===== src/rtl/instruction_fetcher.sv =====
// instruction_fetcher: front-end fetch stage feeding the dispatcher.
// Holds the PC, issues one 32-bit fetch at a time to the memory controller,
// predicts the next PC for JAL/branches, and emits each word to the
// dispatcher as a one-cycle pulse. Stalls on RoB/RS/LSB full and redirects
// on RoB rollback.
// Optional build macro: FETCHER_BHT_EN enables a 2-bit saturating-counter BHT
// for branch prediction; without it, branches are predicted not taken.
//
// Handshake semantics:
//   Memory side: en_signal_to_mem is a level request with pc_to_mem held
//   stable until the single-cycle ok_flag_from_mem pulse that carries
//   inst_from_mem. The request drops in the cycle after that pulse.
//   Dispatcher side: ok_flag_to_dispatcher is a one-cycle valid pulse with
//   no back-pressure; the full flags stop the next request from being issued.
//   rdy_in=0 freezes every register and forces the dispatcher pulse low.
module instruction_fetcher #(
  parameter logic [31:0] RESET_PC  = 32'h0,
  parameter int          BHT_IDX_W = 6
) (
  input  logic        clk_in,
  input  logic        rst_in,
  input  logic        rdy_in,
  output logic        en_signal_to_mem,
  output logic [31:0] pc_to_mem,
  input  logic        ok_flag_from_mem,
  input  logic [31:0] inst_from_mem,
  input  logic        rob_full,
  input  logic        rs_full,
  input  logic        lsb_full,
  input  logic        rollback_flag_from_rob,
  input  logic [31:0] rollback_pc_from_rob,
  input  logic        bht_update_en,
  input  logic [31:0] bht_update_pc,
  input  logic        bht_update_taken,
  output logic        ok_flag_to_dispatcher,
  output logic [31:0] pc_to_dispatcher,
  output logic [31:0] inst_to_dispatcher,
  output logic        predicted_jump_to_dispatcher,
  output logic [31:0] rollback_pc_to_dispatcher
);

  typedef enum logic [1:0] {
    IDLE  = 2'd0,
    BUSY  = 2'd1,
    DRAIN = 2'd2
  } state_t;

  localparam logic [6:0] OP_JAL    = 7'b1101111;
  localparam logic [6:0] OP_BRANCH = 7'b1100011;

  state_t      state;
  logic [31:0] pc;

  logic [31:0] j_imm;
  logic [31:0] b_imm;
  logic [31:0] pc_plus4;
  logic [31:0] pc_plus_j;
  logic [31:0] pc_plus_b;
  logic        predict_taken;
  logic        any_full;

  logic [31:0] next_pc;
  logic [31:0] alt_pc;
  logic        next_pred;

  assign j_imm = {{12{inst_from_mem[31]}}, inst_from_mem[19:12], inst_from_mem[20],
                  inst_from_mem[30:21], 1'b0};
  assign b_imm = {{20{inst_from_mem[31]}}, inst_from_mem[7], inst_from_mem[30:25],
                  inst_from_mem[11:8], 1'b0};

  assign pc_plus4  = pc + 32'd4;
  assign pc_plus_j = pc + j_imm;
  assign pc_plus_b = pc + b_imm;
  assign any_full  = rob_full | rs_full | lsb_full;

`ifdef FETCHER_BHT_EN
  localparam int BHT_N = 1 << BHT_IDX_W;

  // Counters packed two bits per entry; entry k lives at bits [2k+1:2k].
  logic [2*BHT_N-1:0]   bht;
  logic [BHT_IDX_W-1:0] lookup_idx;
  logic [BHT_IDX_W-1:0] update_idx;
  logic [1:0]           upd_cnt;
  logic [1:0]           lookup_cnt;

  assign lookup_idx    = pc[BHT_IDX_W+1:2];
  assign update_idx    = bht_update_pc[BHT_IDX_W+1:2];
  assign upd_cnt       = bht[{update_idx, 1'b0} +: 2];
  assign lookup_cnt    = bht[{lookup_idx, 1'b0} +: 2];
  assign predict_taken = lookup_cnt[1];

  // Saturating counter update on branch commit; a same-cycle lookup reads the old value.
  always_ff @(posedge clk_in) begin
    if (rst_in) begin
      bht <= {BHT_N{2'b01}};
    end else if (rdy_in && bht_update_en) begin
      if (bht_update_taken) begin
        if (upd_cnt != 2'b11) bht[{update_idx, 1'b0} +: 2] <= upd_cnt + 2'd1;
      end else begin
        if (upd_cnt != 2'b00) bht[{update_idx, 1'b0} +: 2] <= upd_cnt - 2'd1;
      end
    end
  end

  logic unused_bht;
  assign unused_bht = ^{bht_update_pc[31:BHT_IDX_W+2], bht_update_pc[1:0]};
`else
  assign predict_taken = 1'b0;

  logic unused_bht;
  assign unused_bht = ^{bht_update_en, bht_update_pc, bht_update_taken};
`endif

  // Next-PC selection and the not-predicted path for the returned word.
  always_comb begin
    next_pc   = pc_plus4;
    alt_pc    = pc_plus4;
    next_pred = 1'b0;
    case (inst_from_mem[6:0])
      OP_JAL: begin
        next_pc   = pc_plus_j;
        next_pred = 1'b1;
      end
      OP_BRANCH: begin
        if (predict_taken) begin
          next_pc   = pc_plus_b;
          next_pred = 1'b1;
        end else begin
          alt_pc = pc_plus_b;
        end
      end
      default: begin
      end
    endcase
  end

  // Fetch FSM: request issue, response capture, rollback redirect and drain.
  always_ff @(posedge clk_in) begin
    if (rst_in) begin
      state                        <= IDLE;
      pc                           <= RESET_PC;
      en_signal_to_mem             <= 1'b0;
      pc_to_mem                    <= 32'h0;
      ok_flag_to_dispatcher        <= 1'b0;
      pc_to_dispatcher             <= 32'h0;
      inst_to_dispatcher           <= 32'h0;
      predicted_jump_to_dispatcher <= 1'b0;
      rollback_pc_to_dispatcher    <= 32'h0;
    end else if (!rdy_in) begin
      ok_flag_to_dispatcher <= 1'b0;
    end else begin
      ok_flag_to_dispatcher <= 1'b0;
      if (rollback_flag_from_rob) begin
        pc <= rollback_pc_from_rob;
        case (state)
          BUSY, DRAIN: begin
            // A response landing in this same cycle ends the outstanding request.
            if (ok_flag_from_mem) begin
              en_signal_to_mem <= 1'b0;
              state            <= IDLE;
            end else begin
              state <= DRAIN;
            end
          end
          default: state <= IDLE;
        endcase
      end else begin
        case (state)
          IDLE: begin
            if (!any_full) begin
              pc_to_mem        <= pc;
              en_signal_to_mem <= 1'b1;
              state            <= BUSY;
            end
          end
          BUSY: begin
            if (ok_flag_from_mem) begin
              en_signal_to_mem             <= 1'b0;
              ok_flag_to_dispatcher        <= 1'b1;
              pc_to_dispatcher             <= pc;
              inst_to_dispatcher           <= inst_from_mem;
              predicted_jump_to_dispatcher <= next_pred;
              rollback_pc_to_dispatcher    <= alt_pc;
              pc                           <= next_pc;
              state                        <= IDLE;
            end
          end
          DRAIN: begin
            if (ok_flag_from_mem) begin
              en_signal_to_mem <= 1'b0;
              state            <= IDLE;
            end
          end
          default: state <= IDLE;
        endcase
      end
    end
  end

endmodule


===== config.mk =====
export PLATFORM = sky130hd
export DESIGN_NAME = instruction_fetcher
export DESIGN_NICKNAME = d
export VERILOG_FILES = /design/src/rtl/instruction_fetcher.sv
export SDC_FILE = /design/constraint.sdc
export NUM_CORES = 1
export LEC_CHECK = 0
export ABC_AREA = 1
export BUFFER_PORTS_ARGS = -buffer_cell sky130_fd_sc_hd__buf_2
export CELL_PAD_IN_SITES_DETAIL_PLACEMENT = 1
export CELL_PAD_IN_SITES_GLOBAL_PLACEMENT = 2
export CORE_ASPECT_RATIO = 0.8
export CORE_MARGIN = 4
export CORE_UTILIZATION = 29
export CTS_CLUSTER_DIAMETER = 40
export DETAILED_ROUTE_END_ITERATION = 10
export MAX_ROUTING_LAYER = met4
export PLACE_DENSITY = 0.83
export SYNTH_ARGS = -nofsm -noshare
export SYNTH_HDL_FRONTEND = slang
export SYNTH_SLANG_ARGS = --single-unit

===== constraint.sdc =====
create_clock -name clk_in -period 3 [get_ports clk_in]
set_clock_uncertainty 0.1 [all_clocks]
set_input_delay 0.3 -clock clk_in [delete_from_list [all_inputs] [get_ports clk_in]]
set_output_delay 0.3 -clock clk_in [all_outputs]
set_load 0.01 [all_outputs]

==> flow_summary.ini, run 1 <==
[sta]
period_minus_slack_ns = 2.824
drv_slew = 0
period_share_pct = 94.13
rsz0062_at_grt = no
slew_headroom_pct = 50.26
fmax_ghz = 0.3541
setup_viol = 0
tightest_slew_ns = 0.7452
tns_ns = 0
final-hold-violation-count = 0
hold_slack_ns = 0.02554

[global_routing]
grt_max_degree = 130
grt_pass1_vias = 12250
grt.total_usage_pct = 25.13
overflow = 0
grt_pass1_wl_um = 74470
antenna_found_initial = 4

[worst_setup_path]
worst-path-buf-inv = 3
cp.depth = 15
cp-start-kind = flop
r2r_start = pc[1]$_SDFFE_PP0P_
critical_path_class = reg -> reg
max_stage_delay_ns = 0.45
critPathTopFamily = simple AND/OR/NAND/NOR gates
rrSetupSlack_ns = 0.18
slowest_stage = dfxtp_1
worstPathRequired_ns = 3.29
cpMostUsedCell = nand2_1
path_cells = ha_1, inv_1, fa_1, inv_1, nand3_1, nand3_1, nand2_1, nand2_1, nand2_1, nand2_1, inv_2, or2_0, nand3_1, o211ai_1, a21oi_1
reg2regPathDepth = 15
cp_data_arrival_time_ns = 3.11
cp-end-kind = flop
r2r_end = pc[15]$_SDFFE_PP0P_
crit_fanout = 6

[route]
drt.antenna.violating_nets = 0
drt-initial-drc-count = 700
wl_per_cell_um = 20.88
dr.pass1.iters = 5
routed_wl_um = 49400
viasPerCell = 5.113
via_count = 12100
drc = 0

[synth]
ys_seq_area_share_pct = 31.10
avgSynthCellArea_um2 = 6.359
syn-num-nets = 1814
yosys_warnings = 0
synth_area_mm2 = 0.01056
ys_ff_latch = 164
ys_types = 43
netlist_instances = 1660

[final_layout]
syn_to_final_growth_pct = 22.96
final_layout_size_suffix_gt1_share_pct = 17.40
layout.nets = 2020

[floorplanning]
die_w_um = 221.3
core_mm2 = 0.03592
fp.dieH_um = 178.7
die-area_mm2 = 0.03954
start_util_pct = 29.39
row_count = 62
ios = 237

[power_and_ir_drop]
power_density_mw_per_mm2 = 446.0
peakVddDrop_v = 0.0003193
leakagePower_nw = 6.339

[placed_design]
gp_routability_congestion = 0.9432
dpl.hpwl_um = 38600
portBuffers = 202

[clocking]
htreeDepth = 4
path_clk_slew_ns = 0.08
root_buffer = clkbuf_16
cts_sinks = 164
numCtsBuffers = 17
clock_path_buffers = 2
clock_latency_ns = 0.45
cts_setup_buffers = 0
cts_tree = yes

[hold_path]
min-delay-start = inst_from_mem[17]
whs_path_depth = 3
hold_path.class = in -> reg
worstHoldEndpoint = inst_to_dispatcher[17]$_SDFFE_PP0P_

[status]
status = finished, final reports clean

[flow_run]
maxCapViolations = 0
worst min-delay path: cells and delay by family:
family                 cells  cell delay (ns)
buffers and inverters      1             0.11
and+or+nand+nor            2             0.14
cells in the final DEF, fill, tap and decap left out, drive strengths merged:
cell / instances
dfxtp: 164
buf: 250
and2: 3
clkinvlp: 2
diode: 7
or2: 8
nand3: 104
bufinv: 1
o21ai: 180
xor2: 32
o211ai: 13
nor3: 22
clkinv: 9
nand2: 391
ha: 46
nor2: 207
xnor2: 6
a21oi: 209
a21o: 3
a31oi: 9
inv: 156
clkbuf: 18
nand3b: 7
nand4: 14
fa: 2
nor4: 1
o21a: 4
nand2b: 1
dlygate4sd3: 9
o21bai: 8
area by class of cell:
| class | count | area (µm²) |
|---|---|---|
| repair buffers | 259 | 1499 |
| inverters | 154 | 579.3 |
| diodes | 7 | 17.52 |
| clock inverters | 14 | 146.4 |
| multi-input cells | 1270 | 6415 |
| fillers | 4710 | 22940 |
| clock buffers | 18 | 439.2 |
| well taps | 480 | 600.6 |
| flip-flops and latches | 164 | 3283 |
metal layers:
layer | global-route usage [%] | part of all wire [%] | up-vias
met5 | - | 0 | -
met3 | 5.238 | 6.0 | 48
met4 | 6.499 | 2.3 | 0
li1 | - | - | 5890
met1 | 33.41 | 47 | 5836
met2 | 39.34 | 44 | 324
timing repair:
| action | in CTS | in global routing |
|---|---|---|
| hold endpoints to repair | 9 | 0 |
| gates resized for setup | 0 | 1 |
| endpoints found under the setup margin | 0 | 2 |
| hold buffers | 9 | 0 |
metrics by stage:
step / cells / area [µm²] / utilization [%] / total power [W] / worst slack, ns
floorplan: 1660 / 10560 / - / 0.003054 / 0.8401
global placement: 2318 / 12280 / 34.20 / 0.003534 / 0.2467
detailed placement: 2318 / 12280 / 34.20 / 0.003552 / 0.1969
finish: 2366 / 12980 / 36.14 / 0.005790 / 0.1761
global route: 2365 / 12980 / 36.13 / 0.006055 / 0.03935
CTS: 2359 / 12960 / 36.08 / 0.005844 / 0.1756
logic make-up after synthesis:
kind of cell / share of synthesized area [%]
buffers and inverters: 8.238
adder cells (fa/ha/maj): 5.831
flip-flops: 31.10
AO/OA/AOI/OAI: 21.07
AND/OR/NAND/NOR: 30.53
XOR/XNOR: 3.224
synth_stat cells, drive strengths merged:
cell | number | area share (%)
nand2 | 391 | 14
a21oi | 209 | 9.9
nor2 | 207 | 7.7
o21ai | 180 | 8.6
dfxtp | 164 | 31
inv | 151 | 5.4
nand3 | 104 | 5.0
clkbuf | 52 | 1.8
ha | 46 | 5.5
xor2 | 32 | 2.7
nor3 | 22 | 1.4
buf | 20 | 0.91
nand4 | 14 | 0.83
o211ai | 13 | 0.92
a31oi | 9 | 0.53
o21bai | 8 | 0.60
or2 | 8 | 0.47
nand3b | 7 | 0.50
xnor2 | 6 | 0.50
o21a | 4 | 0.28
a21o | 3 | 0.21
and2 | 3 | 0.18
clkinv | 3 | 0.11
fa | 2 | 0.38
nand2b | 1 | 0.059
nor4 | 1 | 0.20
sequential cells by signal, indices dropped and copies added (netlist names):
register	cells
en_signal_to_mem	1
inst_to_dispatcher	32
ok_flag_to_dispatcher	1
pc	32
pc_to_dispatcher	32
pc_to_mem	32
predicted_jump_to_dispatcher	1
rollback_pc_to_dispatcher	31
state	2
worst max path at each step:
stage	startpoint	end	slack, ns
after floorplan	pc[2]$_SDFFE_PP0P_	pc[15]$_SDFFE_PP0P_	0.84
after global placement	pc[1]$_SDFFE_PP0P_	rollback_pc_to_dispatcher[31]$_SDFFE_PP0P_	0.25
after detailed placement	pc[1]$_SDFFE_PP0P_	pc[15]$_SDFFE_PP0P_	0.20
after CTS	pc[1]$_SDFFE_PP0P_	pc[15]$_SDFFE_PP0P_	0.18
after global routing	pc[1]$_SDFFE_PP0P_	pc[23]$_SDFFE_PP0P_	0.04
final	pc[1]$_SDFFE_PP0P_	pc[15]$_SDFFE_PP0P_	0.18
where the power goes:
group          switching [W]  internal [W]
combinational       0.000822      0.000390
sequential         0.0000732       0.00224
clock                0.00107       0.00119
total                0.00196       0.00383
Note: power is estimated with default switching activity, not from simulation.
==> inputs of run 2 (changes only) <==
- PLACE_DENSITY: 0.83 -> default
- PLACE_DENSITY_LB_ADDON: default -> 0.1
==> run 2 against run 1 <==
  * Total power hardly changed
  * Sequential cell count did not move
  * Non-clock buffer count down 7
  * Largest power group unchanged
==> flow_summary.ini, run 2 (synthesized netlist as in run 1, its figures left out) <==
[route]
drt-initial-drc-count = 758
drc = 0
routed_wl_um = 49490
wl_per_cell_um = 21.01
via_count = 11840
drt.antenna.violating_nets = 0
viasPerCell = 5.025
dr.pass1.iters = 5

[sta]
tightest_slew_ns = 0.5413
setup_slack_ns = 0.2299
fmax_ghz = 0.3610
slew_headroom_pct = 63.91
final-hold-violation-count = 0
period_share_pct = 92.34
setup_viol = 0
tns_ns = 0
drv_slew = 0
hold_slack_ns = 0.01554
rsz0062_at_grt = no
period_minus_slack_ns = 2.770

[clocking]
root_buffer = clkbuf_16
clock_latency_ns = 0.46
htreeDepth = 4
cts_setup_buffers = 0
cts_sinks = 164
clock_path_buffers = 2
path_clk_slew_ns = 0.07
cts_tree = yes
numCtsBuffers = 17

[worst_setup_path]
r2r_start = pc[1]$_SDFFE_PP0P_
worst-path-buf-inv = 4
critical_path_class = in -> reg
critPathTopFamily = buffers and inverters
cp-start-kind = input pin
slowest_stage = dlygate4sd3_1
crit_fanout = 4
reg2regPathDepth = 15
rrSetupSlack_ns = 0.26
max_stage_delay_ns = 0.53
cpMostUsedCell = nand3_1
cp-end-kind = flop
cp_data_arrival_time_ns = 3.05
path_cells = dlygate4sd3_1, buf_2, ha_1, inv_1, fa_1, inv_1, nand3_1, nand3_1, a21oi_1, o21ai_1, nand3_1, nand3_1, nand3_1, a21oi_1
r2r_end = pc[21]$_SDFFE_PP0P_
worstPathRequired_ns = 3.28

[global_routing]
grt_pass1_vias = 11850
grt.total_usage_pct = 25.27
grt_max_degree = 130
overflow = 0
grt_pass1_wl_um = 73810
antenna_found_initial = 4

[floorplanning]
die_w_um = 221.3
ios = 237
row_count = 62
start_util_pct = 29.39
fp.dieH_um = 178.7
die-area_mm2 = 0.03954
core_mm2 = 0.03592

[placed_design]
placedInstanceArea_mm2 = 0.01229
post-place-ws_ns = 0.3110
gp_routability_congestion = 0.9497
dpl.hpwl_um = 39000
portBuffers = 202

[final_layout]
layout.nets = 2013
final_layout_size_suffix_gt1_share_pct = 17.25
layout_common_cells = 385 x nand2_1, 208 x a21oi_1, 202 x buf_2, 198 x nor2_1, 164 x dfxtp_1
fin_area_mm2 = 0.01293
syn_to_final_growth_pct = 22.46
final_common_cell = nand2_1

[hold_path]
hold_path.class = in -> reg
worstHoldEndpoint = inst_to_dispatcher[11]$_SDFFE_PP0P_
whs_path_depth = 3
min-delay-start = inst_from_mem[11]

[power_and_ir_drop]
power_density_mw_per_mm2 = 447.6
fin_total_pwr_w = 0.005787
peakVddDrop_v = 0.0003198
leakagePower_nw = 6.323

[flow_run]
maxCapViolations = 0

[status]
status = finished, final reports clean
-- run 2: worst reg2reg max path: cells and delay by family, from the launching register on --
kind	cells	cell delay (ns)
simple gates	10	1.24
fa+ha+maj	2	0.62
flops	1	0.41
buf+inv	2	0.16
compound gates	1	0.08
-- run 2: cell type report --
| class | count | area [µm²] |
|---|---|---|
| diodes | 3 | 7.507 |
| well taps | 480 | 600.6 |
| clock inverters | 14 | 145.1 |
| repair buffers | 252 | 1461 |
| flip-flops and latches | 164 | 3283 |
| inverters | 154 | 579.3 |
| multi-input cells | 1270 | 6411 |
| fillers | 4703 | 22990 |
| clock buffers | 18 | 439.2 |
-- run 2: repair_timing --
item | CTS | global route
hold endpoints to repair | 5 | 0
hold buffers | 5 | 0
resized for setup | 0 | 0
-- run 2: power by group --
| group | leakage, nW | total (W) | internal, W | switching, W |
|---|---|---|---|---|
| sequential | 1.33 | 0.00232 | 0.00224 | 0.0000734 |
| clock | 0.292 | 0.00228 | 0.00120 | 0.00108 |
| combinational | 4.70 | 0.00119 | 0.000382 | 0.000810 |
| total | 6.32 | 0.00579 | 0.00382 | 0.00197 |
-- run 2: worst max path at each step --
stage / slack [ns] / start / cells after the start / end
finish: 0.23 / inst_from_mem[8] / 14 / rollback_pc_to_dispatcher[31]$_SDFFE_PP0P_
global route: 0.05 / pc[1]$_SDFFE_PP0P_ / 15 / pc[21]$_SDFFE_PP0P_
CTS: 0.28 / inst_from_mem[8] / 14 / rollback_pc_to_dispatcher[31]$_SDFFE_PP0P_
detailed placement: 0.31 / pc[1]$_SDFFE_PP0P_ / 15 / pc[21]$_SDFFE_PP0P_
global placement: 0.33 / pc[1]$_SDFFE_PP0P_ / 12 / rollback_pc_to_dispatcher[31]$_SDFFE_PP0P_
floorplan: 0.84 / pc[2]$_SDFFE_PP0P_ / 14 / pc[15]$_SDFFE_PP0P_
-- run 2: per-layer routing --
metal	global-route usage (%)	vias to the layer above	routed length [µm]
li1	-	5875	-
met1	34.34	5608	23890
met2	38.79	307	21490
met3	5.124	45	2977
met4	6.395	0	1130
met5	-	-	0
-- run 2: stage by stage --
step / util [%] / cells
4_1_cts: 35.97 / 2352
3_5_place_dp: 34.21 / 2315
2_1_floorplan: - / 1660
3_3_place_gp: 34.21 / 2315
5_1_grt: 35.99 / 2355
6_report: 35.99 / 2355
==> inputs of run 3 (changes only) <==
- ABC_CLOCK_PERIOD_IN_PS: default -> 3300
- CORE_UTILIZATION: 29 -> 32
- CTS_BUF_LIST: default -> sky130_fd_sc_hd__clkbuf_8
- clock period: 3 -> 3.3 ns (I/O delays scaled with it)
==> run 3 against run 2 <==
  * Wire length down 2.6%
  * Non-clock buffer count up 3
  * Global-route usage up 1.8 points
  * Total power down 17%
  * Die area down 9.0%
  * Clock-buffer cell count unchanged
  * Sequential power down 9.1%
  * Clock power down 30%
  * Cell area down 1.4%
  * Via count up 1.2%
  * Sequential share of layout area up 0.36 points
  * Utilization up 3.2 points
  * Critical path type is now reg -> reg
  * Largest power group unchanged
  * Highest routed layer unchanged
==> flow_summary.ini, run 3 (synthesized netlist as in run 1, its figures left out) <==
[status]
status = finished, final reports clean

[global_routing]
overflow = 0
grt.total_usage_pct = 27.10
antenna_found_initial = 3
grt_pass1_wl_um = 72380
grt_pass1_vias = 12020
grt_max_degree = 130

[clocking]
cts_setup_buffers = 0
cts_resized = 0
cts_sinks = 164
htreeDepth = 4
cts_tree = yes
path_clk_slew_ns = 0.10
root_buffer = clkbuf_8
postCtsHoldBufs = 26
numCtsBuffers = 17
clock_path_buffers = 2
clock_latency_ns = 0.50

[sta]
tns_ns = 0
period_minus_slack_ns = 2.865
period_share_pct = 86.82
fmax_ghz = 0.3490
setup_viol = 0
final-hold-violation-count = 0
tightest_slew_ns = 0.8320
slew_headroom_pct = 44.53
drv_slew = 0
rsz0062_at_grt = no

[worst_setup_path]
worst-path-buf-inv = 2
max_stage_delay_ns = 0.49
crit_fanout = 6
slowest_stage = dfxtp_1
cp-start-kind = flop
worstPathRequired_ns = 3.64
path_cells = ha_1, inv_1, fa_1, inv_1, nand3_1, nand3_1, a21oi_1, o21ai_1, nand3_1, nand3_1, nand3_1, a21oi_1
cp-end-kind = flop
cpMostUsedCell = nand3_1
critPathTopFamily = compound AO/OA/AOI/OAI gates
critical_path_class = reg -> reg
cp_data_arrival_time_ns = 3.21

[power_and_ir_drop]
peakVddDrop_v = 0.0002604
fin_total_pwr_w = 0.004783
leakagePower_nw = 6.222
power_density_mw_per_mm2 = 375.3

[flow_run]
maxCapViolations = 0

[placed_design]
gp_routability_congestion = 0.9353
portBuffers = 202
placedInstanceArea_mm2 = 0.01207
dpl.hpwl_um = 37260

[final_layout]
nFillCells = 4295
layout_common_cells = 385 x nand2_1, 208 x a21oi_1, 202 x buf_2, 198 x nor2_1, 164 x dfxtp_1
final_layout_size_suffix_gt1_share_pct = 16.27
syn_to_final_growth_pct = 20.73
fin_util_pct = 39.15
layout.nets = 2016
final_common_cell = nand2_1
fin_area_mm2 = 0.01274

[route]
dr.pass1.iters = 5
routed_wl_um = 48220
viasPerCell = 5.197
wl_per_cell_um = 20.92
via_count = 11980
drc = 0
drt-initial-drc-count = 769
drt.antenna.violating_nets = 0

[floorplanning]
row_count = 59
start_util_pct = 32.43
die-area_mm2 = 0.03598
die_w_um = 211.1
fp.dieH_um = 170.5
ios = 237
core_mm2 = 0.03256

[hold_path]
hold_path.class = in -> reg
[run 3: cell types whose count changed in the layout (fill, tap and decap cells not counted), sizes merged]
cell         previous run  this run
dlygate4sd3             5        26
clkinvlp                0         3
inv                   157       158
buf                   247       229
clkinv                 10         6
[run 3: worst min-delay path, delay by kind of cell]
family	cells	cell delay [ns]
AO/OA/AOI/OAI	2	0.18
buffers and inverters	1	0.08
[run 3: metrics by stage]
step,hold WS (ns),setup slack (ns),instances
2_1_floorplan,0.3401,1.140,1660
3_3_place_gp,0.3530,0.5378,2244
3_5_place_dp,0.3571,0.5329,2244
4_1_cts,0.0001869,0.5000,2302
5_1_grt,0.01077,0.1975,2305
6_report,0.01953,0.4351,2305
[run 3: where the power goes]
group	leakage [nW]	switching [W]	internal [W]
combinational	4.69	0.000721	0.000350
sequential	1.33	0.0000730	0.00204
clock	0.197	0.000948	0.000653
total	6.22	0.00174	0.00304
[run 3: path summary, 6_finish.rpt]
| path | slack, ns | start | cells past startpoint | end |
|---|---|---|---|---|
| max | 0.44 | pc[1]$_SDFFE_PP0P_ | 12 | rollback_pc_to_dispatcher[31]$_SDFFE_PP0P_ |
| min | 0.02 | rollback_pc_from_rob[3] | 3 | pc[3]$_SDFFE_PP0P_ |
| max reg2reg | 0.44 | pc[1]$_SDFFE_PP0P_ | 12 | rollback_pc_to_dispatcher[31]$_SDFFE_PP0P_ |
| min reg2reg | 0.37 | pc_to_mem[10]$_SDFFE_PP0P_ | 2 | pc_to_mem[10]$_SDFFE_PP0P_ |
[run 3: layout make-up]
class / count / area [µm²] / share of cell area, %
diodes: 3 / 7.507 / 0.05890
clock inverters: 14 / 157.7 / 1.237
multi-input cells: 1270 / 6411 / 50.30
flip-flops and latches: 164 / 3283 / 25.76
well taps: 427 / 534.3 / 4.192
clock buffers: 18 / 247.7 / 1.944
inverters: 154 / 579.3 / 4.545
repair buffers: 255 / 1524 / 11.96
[run 3: routing by layer]
layer | share of wire [%] | wire length [µm] | vias up | track usage [%]
met5 | 0 | 0 | - | -
met4 | 2.1 | 1007 | 0 | 6.565
met3 | 4.9 | 2352 | 43 | 4.147
met2 | 44 | 21410 | 290 | 41.78
met1 | 49 | 23450 | 5769 | 37.45
li1 | - | - | 5876 | -
